--- src/rtl/chase_tp_syndrome_gen.sv ---
// Chase test-pattern syndrome generator: expands the odd-power flip
// contributions of NFLIP weak positions into full syndrome sets and streams
// every flip combination in Gray-code order, one XOR update per beat.
//
// state  | meaning
// IDLE   | waiting for a codeword syndrome set, o_ready high
// EXPAND | one cycle: build contribution table by GF squaring, load running R
// EMIT   | stream R for each Gray-code mask, advance on downstream ready
module chase_tp_syndrome_gen #(
   parameter int M         = 10,
   parameter int T         = 4,
   parameter int NFLIP     = 3,
   parameter int EMIT_ZERO = 1
) (
   input  logic                  i_clk,
   input  logic                  i_rst,
   input  logic [1:0]            i_code,
   input  logic                  i_valid,
   output logic                  o_ready,
   input  logic [2*T*M-1:0]      i_syn,
   input  logic [NFLIP*T*M-1:0]  i_alpha_odd,
   input  logic                  i_flush,
   output logic                  o_valid,
   input  logic                  i_ready,
   output logic [2*T*M-1:0]      o_tp_syn,
   output logic [NFLIP-1:0]      o_tp_mask,
   output logic                  o_last
);

   localparam int NSYN = 2 * T;

   // Primitive field polynomial per symbol width (supported M = 3..16).
   function automatic logic [16:0] prim_poly(input int m);
      case (m)
         3:       return 17'h0000b;
         4:       return 17'h00013;
         5:       return 17'h00025;
         6:       return 17'h00043;
         7:       return 17'h00089;
         8:       return 17'h0011d;
         9:       return 17'h00211;
         10:      return 17'h00409;
         11:      return 17'h00805;
         12:      return 17'h01053;
         13:      return 17'h0201b;
         14:      return 17'h04443;
         15:      return 17'h08003;
         16:      return 17'h1100b;
         default: return 17'h00003;
      endcase
   endfunction

   localparam logic [16:0]  POLY_FULL = prim_poly(M);
   localparam logic [M-1:0] POLY      = POLY_FULL[M-1:0];

   // a*a in GF(2^M), shift-and-add with reduction folded into each shift.
   function automatic logic [M-1:0] gf_square(input logic [M-1:0] a);
      logic [M-1:0] p;
      p = '0;
      for (int i = M - 1; i >= 0; i--) begin
         p = {p[M-2:0], 1'b0} ^ (p[M-1] ? POLY : '0);
         if (a[i]) p = p ^ a;
      end
      return p;
   endfunction

   typedef logic [NSYN-1:0][M-1:0]             synvec_t;
   typedef logic [NFLIP-1:0][NSYN-1:0][M-1:0]  ctab_t;

   typedef enum logic [1:0] {S_IDLE, S_EXPAND, S_EMIT} state_t;

   state_t                 state_q, state_d;
   logic                   short_q, short_d;
   synvec_t                r_q, r_d;
   logic [NFLIP*T*M-1:0]   alpha_q, alpha_d;
   ctab_t                  c_q, c_d;
   logic [NFLIP-1:0]       k_q, k_d;

   ctab_t                  c_exp;
   synvec_t                syn_masked;
   synvec_t                c_sel;
   logic [NFLIP-1:0]       k_inc;
   logic [NFLIP-1:0]       k_low;
   logic                   last;

   // Contribution table: odd powers straight from input, even powers squared.
   // Entries above S4 on a short code are zeroed; they never feed S1..S4.
   always_comb begin
      c_exp = '0;
      for (int p = 0; p < NFLIP; p++) begin
         for (int j = 0; j < NSYN; j++) begin
            if (j % 2 == 0)
               c_exp[p][j] = alpha_q[(p*T + j/2)*M +: M];
            else
               c_exp[p][j] = gf_square(c_exp[p][(j+1)/2 - 1]);
            if (short_q && j >= 4)
               c_exp[p][j] = '0;
         end
      end
   end

   // Short-code syndrome masking and lowest-set-bit select of the next flip.
   always_comb begin
      syn_masked = r_q;
      if (short_q) begin
         for (int j = 4; j < NSYN; j++)
            syn_masked[j] = '0;
      end
      k_inc = k_q + NFLIP'(1);
      k_low = k_inc & (~k_inc + NFLIP'(1));
      c_sel = '0;
      for (int p = 0; p < NFLIP; p++) begin
         if (k_low[p]) c_sel = c_sel ^ c_q[p];
      end
   end

   assign last = (state_q == S_EMIT) && (k_q == '1);

   // Next-state and datapath update.
   always_comb begin
      state_d = state_q;
      short_d = short_q;
      r_d     = r_q;
      alpha_d = alpha_q;
      c_d     = c_q;
      k_d     = k_q;
      unique case (state_q)
         S_IDLE: begin
            if (i_valid && !i_flush) begin
               r_d     = i_syn;
               alpha_d = i_alpha_odd;
               short_d = (i_code != 2'b10);
               state_d = S_EXPAND;
            end
         end
         S_EXPAND: begin
            if (i_flush) begin
               state_d = S_IDLE;
            end else begin
               c_d = c_exp;
               r_d = syn_masked;
               k_d = '0;
               if (EMIT_ZERO == 0) begin
                  r_d = syn_masked ^ c_exp[0];
                  k_d = NFLIP'(1);
               end
               state_d = S_EMIT;
            end
         end
         S_EMIT: begin
            if (i_flush) begin
               state_d = S_IDLE;
            end else if (i_ready) begin
               if (last) begin
                  state_d = S_IDLE;
               end else begin
                  k_d = k_inc;
                  r_d = r_q ^ c_sel;
               end
            end
         end
         default: state_d = S_IDLE;
      endcase
   end

   // State and datapath registers, synchronous reset clears everything.
   always_ff @(posedge i_clk) begin
      if (i_rst) begin
         state_q <= S_IDLE;
         short_q <= 1'b0;
         r_q     <= '0;
         alpha_q <= '0;
         c_q     <= '0;
         k_q     <= '0;
      end else begin
         state_q <= state_d;
         short_q <= short_d;
         r_q     <= r_d;
         alpha_q <= alpha_d;
         c_q     <= c_d;
         k_q     <= k_d;
      end
   end

   assign o_ready   = (state_q == S_IDLE);
   assign o_valid   = (state_q == S_EMIT);
   assign o_last    = last;
   assign o_tp_syn  = r_q;
   assign o_tp_mask = k_q ^ (k_q >> 1);

endmodule

--- config.mk ---
export PLATFORM = sky130hd
export DESIGN_NAME = chase_tp_syndrome_gen
export DESIGN_NICKNAME = d
export VERILOG_FILES = /design/src/rtl/chase_tp_syndrome_gen.sv
export SDC_FILE = /design/constraint.sdc
export NUM_CORES = 1
export LEC_CHECK = 0
export ABC_AREA = 1
export CORE_UTILIZATION = 35
export CTS_BUF_LIST = sky130_fd_sc_hd__clkbuf_2
export DETAILED_ROUTE_END_ITERATION = 10
export SLEW_MARGIN = 10
export SYNTH_ARGS = -nofsm -noshare
export SYNTH_HDL_FRONTEND = slang
export SYNTH_SLANG_ARGS = --single-unit
--- constraint.sdc ---
create_clock -name i_clk -period 3.01 [get_ports i_clk]
set_input_delay 0.602 -clock i_clk [delete_from_list [all_inputs] [get_ports i_clk]]
set_output_delay 0.602 -clock i_clk [all_outputs]
set_load 0.05 [all_outputs]
# Yosys cells after proc, flatten, opt, wreduce, memory -nomap -nowiden
# Cells that the tools add are included.
# totals
in_bits	207
romBits	0
ramBits	0
mem_count	0
latch_bits	0
regBits	446
wordCells	548
# classes
bitwise	224
order_cmp	0
n_reduce_logical	13
add_sub_neg	2
shift	0
n_div	0
mux	261
n_mul	0
eq_ne	12
# ops
operator	n
two-way mux 10 bit	132
bitwise XOR 10 bit	108
bitwise XOR 10 x 4 -> 10 bit	108
two-way mux 80 bit	8
two-way mux 4 bit	108
case mux 80 bit (3 select lines)	1
bitwise XOR 80 bit	3
two-way mux 40 bit	1
two-way mux 3 bit	4
two-way mux 2 bit	5
!= test 2 bit, second input constant	5
AND reduction 7 bit	1
adder 3 x 1 -> 3 bit, second input constant	2
!= test 3 x 2 -> 1 bit, second input constant	2
case mux 2 bit (3 select lines)	1
case mux 3 bit (2 select lines)	1
AND reduction 6 bit	1
AND reduction 5 bit	1
!= test 2 x 1 -> 1 bit, second input constant	2
AND reduction 2 bit	2
nonzero test 2 bit	2
bitwise AND 3 bit	1
equality test 3 bit, second input constant	1
inverter 3 bit	1
9 further kinds	11

# Logic depth before layout (Yosys ltp)
# logic_depth
ltp_word	112
ltp_mapped	15
mapped_depth_nobuf	15

# Worst setup path after synthesis
# No wires, ideal clock.
# synth_path
path_type	reg2reg
start	reg state_q[0]
end	reg r_q, in the netlist o_tp_syn[22]
stages_incl_launch_ff	8
path_buffers	1
setup_ns	0.095
arrival_time_ns	2.026
synth_period_minus_slack_ns	2.121
slack_ns	0.889
cell_sequence	dfxtp_1 inv_1 ha_1 nand3_1 o21ai_1 nand4_2 clkbuf_1 a221oi_1
# synth_rtl
element	line	source
start, declared	72	state_t state_q, state_d;
start signal, assigned	176	state_q <= state_d;
zero test 2 bit *	--	
named net o_ready	19	output logic o_ready,
!= test 2 x 1 -> 1 bit (no source line) or nonzero test 2 bit (tied branches)	--	
AND reduction 6 bit (no source line)	--	
end signal, assigned	178	r_q <= r_d;
end, declared	74	synvec_t r_q, r_d;
# Mark *: on every way through the listed nets, which the timed path passes. The rest lies on a longest branch.
# A chain may end at the register's enable or synchronous reset.

# Worst setup path after layout
# layout_path
start	reg r_q, in the netlist o_tp_syn[71]
end	out o_tp_syn[71]
# layout_rtl
element	line	source
end, declared	25	output logic [2*T*M-1:0] o_tp_syn,
# No word-level cell between the ends.

==> flow_metrics.env <==
export IMPL_outcome="finished, final reports clean"
export IMPL_worst_pin_slew_ns=0.881
export IMPL_dieArea_um2=60100
export IMPL_row_count=88
export IMPL_synth_xor_area_share_pct=12.2
export IMPL_worst_path_dominant_cell_family="buffers and inverters"
export IMPL_drt_pre_antenna_iters=7
export IMPL_leakagePower_nw=9.76
export IMPL_criticalPathCategory="flop to primary output"
export IMPL_yosysTopAreaCellShare_pct=43.1
export IMPL_synth_edf_count=0
export IMPL_yosysMostFrequentCell="nand2_1"
export IMPL_yosysTopAreaCell="dfxtp_1"
export IMPL_cts_htree_levels=3
export IMPL_wl_per_cell_um=16.8
export IMPL_clk_pin_slew_ns=0.10
export IMPL_hold_viol_final=0
export IMPL_routed_via_density=4.94
export IMPL_route_detailed_drc=0
export IMPL_drv_cap=0
export IMPL_hold_path_class="input port to flop"
export IMPL_setup_violations=0
export IMPL_start_kind="flop"
export IMPL_drtIter0Drc=1327
export IMPL_yosys_area_share_simple_pct=15.4
export IMPL_grt_antenna_before_repair=8
export IMPL_ir_drop_uv=706
export IMPL_ys_types=36
export IMPL_synth_top_family_by_area="compound AO/OA/AOI/OAI gates"
export IMPL_placed_cells=3662
export IMPL_worstSkewPairLatency_ns=1.11
export IMPL_crit_fanout=2
export IMPL_ys_async_sr_fraction_pct=0
export IMPL_max_slew_margin_pct=41.3
export IMPL_final_cells=3860
export IMPL_start_util_pct=35.7
export IMPL_synth_yosys_warnings=0
export IMPL_die_w_um=245
export IMPL_regArea_um2=8930
export IMPL_ys_seq_elements=446
export IMPL_finalWirelength_um=64900
export IMPL_synthTopCellsByCount="nand2_1, dfxtp_1, a21oi_1"
export IMPL_dp_hpwl_um=45000
export IMPL_arrival_ns=2.32
export IMPL_top_level_ports=293
export IMPL_synth_mux_area_share_pct=0
export IMPL_grt_max_degree=162
export IMPL_worst_path_buf_inv=1
export IMPL_cts_buffers_inserted=112
export IMPL_crit_path_end_kind="primary output"
export IMPL_critPathSlowestCell="clkdlybuf4s50_1"
export IMPL_fill_cells=5875
export IMPL_synth_fa_ha_area_share_pct=1.03
export IMPL_drv_slew=0
export IMPL_synth_top_cells_by_area="dfxtp_1, nand2_1, xor2_1"
export IMPL_rsz0062_at_grt="false"
export IMPL_coreArea_um2=58000
export IMPL_yosysSeqAreaShare_pct=43.1
export IMPL_powerDensity_nw_per_um2=821
export IMPL_syn_to_final_growth_pct=22.4
export IMPL_multiInputGateArea_um2=10100
export IMPL_netlist_instances=2755
export IMPL_fin_crit_sh_pct=97.2
export IMPL_synthesis_area_per_instance_um2=7.51
export IMPL_cts_root_buf="clkbuf_2"
export IMPL_utilization_pct=43.7
export IMPL_cp_slowest_stage_delay_ns=0.83
export IMPL_drive_above_1_share_pct=7.73
export IMPL_grt_pass1_vias=18000
export IMPL_clock_sinks=446
export IMPL_cts_path_max_buffers=3
export IMPL_post_route_min_period_ns=2.93
export IMPL_die_y_um=245
export IMPL_overflow=0
export IMPL_max_freq_mhz=342
export IMPL_grt_pass1_wl_um=99900
export IMPL_tritoncts="done"
export IMPL_worstPathCellList="clkdlybuf4s50_1"
export IMPL_synth_compound_area_share_pct=19.8
export IMPL_gp_congestion=0.879
export IMPL_grt_usage_pct=21.1
export IMPL_netlist_area_um2=20700
export IMPL_via_count=19100
export IMPL_crit_required_ns=2.41
export IMPL_syn_num_nets=2979
export IMPL_synth_ff_type="dfxtp_1"
export IMPL_portBuffers=292
export IMPL_skew_ns=0.0473
export IMPL_ant_nets=0
export IMPL_nets=3239
[stage by stage]
stage / setup TNS [ns] / setup WS (ns) / hold WS (ns) / power, W / cell area (um^2)
CTS: -0.0507 / -0.0507 / 0.000656 / 0.0209 / 25300
global route: 0 / 0.0154 / 0.0771 / 0.0222 / 25300
global placement: 0 / 0.262 / 0.431 / 0.0165 / 24300
detailed placement: 0 / 0.223 / 0.435 / 0.0167 / 24300
floorplan: 0 / 0.889 / 0.424 / 0.0138 / 20700
finish: 0 / 0.0834 / 0.124 / 0.0208 / 25300
[sequential cells by signal (all words and copies together) (netlist names)]
name	count
c_q	240
alpha_q	120
o_tp_syn	80
k_q	3
state_q	2
short_q	1
[cell families after synthesis]
kind of cell | count (synthesis)
buffers and inverters | 435
adder cells (fa/ha/maj) | 17
XOR/XNOR | 281
AND/OR/NAND/NOR | 824
flip-flops | 446
AO/OA/AOI/OAI | 752
[layer usage]
layer	vias to the layer above	track usage [%]	share of wire [%]
met5	-	0	0.11
met3	97	4.20	7.2
li1	9482	-	-
met2	578	31.6	43
met1	8883	30.0	47
met4	10	7.00	2.0
[cells in the final DEF, fill, tap and decap left out, types with 9 or more instances in the layout]
master,netlist,routed
dlygate4sd2_1,0,28
inv_2,6,9
clkdlybuf4s50_1,0,259
dfxtp_1,446,444
a21oi_1,442,442
xnor2_1,13,13
o21ai_0,216,216
ha_1,17,15
inv_1,245,242
nand2_1,715,715
buf_12,0,16
nor2_1,51,49
xor2_1,263,263
clkbuf_2,0,164
nand3_1,46,44
a221oi_1,73,73
clkinv_1,1,21
buf_4,2,17
[timing repair]
action,4_1_cts,5_1_grt
hold buffers,4,0
endpoints found under the setup margin,32,1
gates resized for setup,46,4
setup buffers,0,0
hold endpoints to repair,47,0
[report_power, final]
group          leakage, nW  total [W]  internal [W]  switching (W)
clock                0.782    0.00423       0.00178        0.00245
combinational         5.34    0.00885       0.00291        0.00594
sequential            3.64    0.00772       0.00700       0.000717
[area by class of cell]
cell class / count / area share (%)
Inverter: 252 / 3.75
Multi-Input combinational cell: 1874 / 39.8
Timing Repair Buffer: 329 / 13.3
Sequential cell: 446 / 35.3
Tap cell: 765 / 3.78
Clock buffer: 164 / 3.24
Clock inverter: 27 / 0.820
Antenna cell: 3 / 0.0296
[path summary, 6_finish.rpt]
path / slack, ns / to / start / depth (start not counted)
max: 0.08 / o_tp_syn[71] / o_tp_syn[71]$_SDFFE_PP0P_ / 1
min: 0.12 / alpha_q[98]$_SDFFE_PP0P_ / i_alpha_odd[98] / 3
max reg2reg: 0.57 / o_tp_syn[37]$_SDFFE_PP0P_ / k_q[1]$_SDFFE_PP0P_ / 10
min reg2reg: 0.45 / alpha_q[63]$_SDFFE_PP0P_ / alpha_q[63]$_SDFFE_PP0P_ / 2
(Power assumes the default switching activity.)
